$ cat src/rtl/csa_64bit.sv
// 64-bit carry-select adder/subtractor with registered sum, carry out and
// unsigned out-of-range flag. Sixteen 4-bit blocks; every block above block 0
// precomputes both carry-in cases and the lower block's carry picks one.
module csa_64bit (
    input  logic [63:0] a,
    input  logic [63:0] b,
    input  logic        addsum,
    input  logic        clock,
    output logic        overflow,
    input  logic        start,
    input  logic        reset,
    output logic [63:0] sum,
    output logic        cout
);

    localparam int unsigned NumBlocks = 16;
    localparam int unsigned BlockW    = 4;

    // 4-bit ripple adder; result is {carry_out, sum[3:0]}.
    function automatic logic [4:0] ripple4(input logic [3:0] x, input logic [3:0] y,
                                           input logic ci);
        logic [4:0] r;
        logic       c;
        r = '0;
        c = ci;
        for (int k = 0; k < 4; k++) begin
            r[k] = x[k] ^ y[k] ^ c;
            c    = (x[k] & y[k]) | (c & (x[k] ^ y[k]));
        end
        r[4] = c;
        return r;
    endfunction

    logic [63:0]        b_eff;
    logic [NumBlocks:0] carry;
    logic [63:0]        sum_c;
    logic               ovf_c;

    logic [63:0] sum_d, sum_q;
    logic        cout_d, cout_q;
    logic        ovf_d, ovf_q;

    // Subtraction is A + ~B + 1: invert B and use addsum as the carry-in.
    assign b_eff    = addsum ? ~b : b;
    assign carry[0] = addsum;

    for (genvar i = 0; i < NumBlocks; i++) begin : g_blk
        logic [3:0] a_s, b_s;
        assign a_s = a[i*BlockW +: BlockW];
        assign b_s = b_eff[i*BlockW +: BlockW];

        if (i == 0) begin : g_first
            logic [4:0] r;
            assign r                     = ripple4(a_s, b_s, carry[0]);
            assign sum_c[BlockW-1:0]     = r[3:0];
            assign carry[1]              = r[4];
        end else begin : g_sel
            logic [4:0] r0, r1;
            assign r0 = ripple4(a_s, b_s, 1'b0);
            assign r1 = ripple4(a_s, b_s, 1'b1);
            assign sum_c[i*BlockW +: BlockW] = carry[i] ? r1[3:0] : r0[3:0];
            assign carry[i+1]                = carry[i] ? r1[4]   : r0[4];
        end
    end

    // Unsigned out-of-range: carry in add mode, missing carry (borrow) in subtract mode.
    assign ovf_c = addsum ? ~carry[NumBlocks] : carry[NumBlocks];

    // Load the combinational result on start, otherwise hold.
    always_comb begin
        sum_d  = sum_q;
        cout_d = cout_q;
        ovf_d  = ovf_q;
        if (start) begin
            sum_d  = sum_c;
            cout_d = carry[NumBlocks];
            ovf_d  = ovf_c;
        end
    end

    // Output registers; reset clears them asynchronously and overrides start.
    always_ff @(posedge clock or posedge reset) begin
        if (reset) begin
            sum_q  <= '0;
            cout_q <= 1'b0;
            ovf_q  <= 1'b0;
        end else begin
            sum_q  <= sum_d;
            cout_q <= cout_d;
            ovf_q  <= ovf_d;
        end
    end

    assign sum      = sum_q;
    assign cout     = cout_q;
    assign overflow = ovf_q;

endmodule

$ cat config.mk
export PLATFORM = sky130hd
export DESIGN_NAME = csa_64bit
export DESIGN_NICKNAME = d
export VERILOG_FILES = /design/src/rtl/csa_64bit.sv
export SDC_FILE = /design/constraint.sdc
export NUM_CORES = 1
export LEC_CHECK = 0
export BUFFER_PORTS_ARGS = -buffer_cell sky130_fd_sc_hd__buf_2
export CORE_MARGIN = 5
export CORE_UTILIZATION = 45
export DETAILED_ROUTE_END_ITERATION = 12
export GPL_TIMING_DRIVEN = 0
export HOLD_SLACK_MARGIN = 0.02
export PLACE_DENSITY = 0.9
export SYNTH_ARGS = -nofsm -noshare
export SYNTH_HDL_FRONTEND = slang
export SYNTH_SLANG_ARGS = --single-unit
$ cat constraint.sdc
create_clock -name clock -period 1.8 [get_ports clock]
set_input_delay 0.18 -clock clock [delete_from_list [all_inputs] [get_ports clock]]
set_output_delay 0.18 -clock clock [all_outputs]
set_load 0.01 [all_outputs]
---- After elaboration in Yosys (flattened, before gate mapping) ----
Index checks and enable logic that the tools add are counted.
word-level totals
  register bits after elaboration ......... 66
  logic and storage cells ................. 477
  output and inout bits ................... 66
  bits of input ports ..................... 132
cells by class
  bitwise gates (word level) .............. 442
  mux-type cells .......................... 32
operator list
  operator     count
  $and 1x1->1  158
  $xor 1x1->1  158
  $or 1x1->1   109
  $mux 64      1
  $not 64->64  1
  $mux 4       15
  $mux 1       16
  $not 1->1    16

---- Depth between registers and ports, before layout ----
  word-level depth ........................ 28
  gate-level depth with buffers ........... 80
  mapped depth without buffers ............ 78

---- Worst setup path before layout ----
Ideal clock, no wire load.
  kind .................................... input-to-reg
  from .................................... input port addsum
  to ...................................... register sum_q[63] (netlist: sum[63])
  arrival time ............................ 20609 ps
  setup time .............................. 125 ps
  path buffers ............................ 2
  data required time ...................... 1675 ps
  path slack .............................. -18934 ps
  cell stages on the path ................. 79
  cells stage by stage .................... buf_4 > buf_4 > xnor2_1 > fa_1 > fa_1 > inv_1 > fa_1 > mux2i_1 > fa_1 > fa_1 > inv_1 > fa_1 > mux2i_1 > fa_1 > fa_1 > inv_1 > fa_1 > mux2i_1 > (+43 left out) > a21oi_1 > fa_1 > fa_1 > fa_1 > mux2i_1 > fa_1 > fa_1 > fa_1 > mux2i_1 > fa_1 > fa_1 > fa_1 > mux2i_1 > fa_1 > fa_1 > inv_1 > fa_1 > mux2_2
on the way
  longest elaborated chain between the ends .. 25
  elaborated cells between the ends (all ways) .. 344
RTL lines
  element               RTL line  source
  start, declared       7         input logic addsum,
  $mux 64               44        assign b_eff = addsum ? ~b : b;
  $xor 1x1->1           28        c = (x[k] & y[k]) | (c & (x[k] ^ y[k]));
  $and 1x1->1           28
  $or 1x1->1            28
  $and 1x1->1           28
  $or 1x1->1            28
  $and 1x1->1           28
  $or 1x1->1            28
  $and 1x1->1           28
  $or 1x1->1            28
  $mux 1 (14 in a row)  62        assign carry[i+1] = carry[i] ? r1[4] : r0[4];
  $mux 4 (*)            61        assign sum_c[i*BlockW +: BlockW] = carry[i] ? r1[3:0] : r0[3:0];
  net sum_c[63]         36        logic [63:0] sum_c;
  end signal, assigned  88        sum_q <= sum_d;
  end, declared         39        logic [63:0] sum_d, sum_q;
Mark *: on every way through the listed nets, which the timed path passes. The rest lies on a longest branch.
A chain may end at the register's enable or synchronous reset.

---- Worst setup path in the final report ----
Ends and elaborated chain as after synthesis.

==> qor.csv <==
metric,value,unit
num-fill-cells,878,
synth_area,0.00501,sq mm
pre_cts_ws,-18.25,ns
grt_pass1_vias,4443,
violations,setup timing,
clk_path_buf_depth,2,
die_area,0.0133,sq mm
multiInputGateArea,0.00319,sq mm
ir_drop,0.450,mV
drt_iter0_markers,129,
worstPathArrival,19.62,ns
die_y,116,um
ys_ff_latch,66,
crit_fanout,4,
wl_per_cell,16.1,um
leakagePower,3.54,nW
drtPass1Iterations,4,
grt.overflow.total,0,
drv_slew,0,
synthTopCellsByArea,"dfrtp_1 (33%), fa_1 (19%), xnor2_1 (10%), inv_1 (8.2%), ha_1 (7.5%)",
synth.avg_cell_area,10.7,sq um
cp.required,2.03,ns
cts_max_level,3,
slowest_stage,fa_2,
ant_nets,0,
clk_pin_slew_worst_paths,0.07,ns
status,"complete, but fails checks",
relSlewSlack,55.5,%
crit_type,input pin to flop,
cp_common_cell,fa_2,
fin_crit,19.39,ns
final_hold_viol_count,0,
synth_top_area_cell,dfrtp_1,
whs,0.198,ns
skew,0,ns
yosysSeqAreaShare,33.0,%
rsz0062_at_grt,yes,
syn_inst,467,
numCtsBuffers,9,
fin_nets,910,
hpwl,10500,um
grt_start_max_net_pins,39,
critPathMaxStageDelay,0.42,ns
viasPerCell,4.70,
start_util,46.0,%
setup_tns,-546.33,ns
gp_congestion,0.810,
syn_nets,677,
placementRows,38,
grt_pass1_wl,21200,um
synth_top_area_share,33.0,%
max_freq,51.6,MHz
grt.total_usage,20.7,%
die_x,116,um
layout-drive-gt1-share,52.8,%
finalWorstSetupSlack,-17.59,ns
min_path_type,input pin to flop,
setup_violations,61,
final_area,0.00692,sq mm
clock-sinks,66,
drv_cap,0,
insertion_delay,0.34,ns
finalCritPeriodShare,1080,%
io_pins,198,
p_per_area,881,mW/mm^2
area_growth,38.1,%
antenna_found_initial,0,
core,0.0109,sq mm
yosysWarnings,0,
crit_path_end_kind,flop,
yosysUniqueCellTypes,14,
cp-start-kind,input pin,
drt-total-wl,13600,um
tightest_slew,0.666,ns
drcViolationCount,0,
diodes,0,
root_buffer,clkbuf_8,
register_area,0.00165,sq mm
vias,3949,
port_buffers,195,
placed_area,0.00636,sq mm
cts_tree,yes,
-- sequential cells by signal, indices dropped and copies added (netlist names) --
register	cells
cout	1
sum	64
overflow	1
-- cell type report --
type / instances / share of cell area [%]
Buffer: 18 / 2.02
Sequential cell: 66 / 23.9
Multi-Input combinational cell: 274 / 46.1
Clock buffer: 11 / 2.04
Clock inverter: 1 / 0.0723
Inverter: 109 / 5.97
Tap cell: 140 / 2.53
Timing Repair Buffer: 222 / 17.4
-- synthesized netlist by cell type --
library cell and number:
a21oi_1 34, buf_2 8, buf_4 8, buf_6 1
clkbuf_1 1, dfrtp_1 66, fa_1 48, ha_1 30
inv_1 109, mux2_2 17, mux2i_1 31, nor2_1 34
xnor2_1 58, xor2_1 22
-- cells by family after synthesis --
kind of cell | count (synthesis) | share of synthesized area, %
xor gates and xnor gates | 80 | 14.0
adders and majority gates | 78 | 26.7
DFF | 66 | 33.0
muxes | 48 | 10.0
buffers and inverters | 127 | 10.5
and+or+nand+nor | 34 | 2.55
AOI/OAI and AO/OA | 34 | 3.39
-- critical path: cells and delay by family --
| kind | cells | cell delay [ns] |
|---|---|---|
| xor+xnor | 1 | 0.13 |
| fa+ha+maj | 48 | 15.94 |
| mux | 11 | 1.95 |
| simple gates | 5 | 0.53 |
| compound gates | 5 | 0.25 |
| buf+inv | 9 | 0.62 |
-- metrics by stage --
step	util [%]	instances	total power, mW
3_5_place_dp	58.4	803	4.73
3_3_place_gp	58.2	802	4.59
4_1_cts	62.7	834	6.06
2_1_floorplan	-	467	3.70
5_1_grt	63.6	841	6.54
6_report	63.6	841	6.10
-- final timing paths --
kind / from / endpoint / slack [ns] / cells after the start
max: addsum / sum[63] / -17.59 / 79
min: a[0] / sum[0] / 0.20 / 3
max reg2reg: sum[19] / sum[19] / 1.02 / 1
min reg2reg: sum[28] / sum[28] / 0.50 / 1
max in group asynchronous: reset / sum[10] / 0.69 / 4
min in group asynchronous: reset / sum[46] / 0.50 / 3
-- metal layers --
| layer | vias to the layer above | share of wire (%) | GRT usage (%) |
|---|---|---|---|
| met5 | - | 0 | 0 |
| met3 | 13 | 7.6 | 6.01 |
| met4 | 0 | 1.2 | 5.09 |
| met2 | 139 | 54 | 39.2 |
| li1 | 1854 | - | - |
| met1 | 1943 | 37 | 22.5 |
-- placed cells by master (no fill, tap or decap), types with 2 or more instances in the layout --
| cell type | count |
|---|---|
| clkbuf_8 | 10 |
| nor2_1 | 29 |
| buf_6 | 4 |
| clkbuf_1 | 2 |
| buf_2 | 203 |
| ha_1 | 30 |
| xor2_1 | 22 |
| buf_4 | 28 |
| mux2_2 | 10 |
| mux2i_2 | 9 |
| inv_1 | 101 |
| nor2_2 | 5 |
| xnor2_2 | 5 |
| a21oi_1 | 6 |
| dfrtp_1 | 66 |
| buf_12 | 3 |
| a21oi_2 | 28 |
| fa_2 | 48 |
| xnor2_1 | 52 |
| mux2i_1 | 22 |
| inv_2 | 7 |
| mux2_4 | 7 |
-- power breakdown --
group | switching [mW] | internal, mW | total (mW)
Sequential | 0.254 | 1.94 | 2.19
Combinational | 1.42 | 1.42 | 2.84
Clock | 0.558 | 0.506 | 1.06
Total | 2.23 | 3.87 | 6.10
-- timing repair --
action,in CTS,in global routing
cloned,0,0
setup endpoints to repair,62,61
hold buffers,1,0
pin swaps,12,9
hold endpoints to repair,28,0
resized for setup,46,11
buffers inserted,18,7
(Power assumes the default switching activity.)
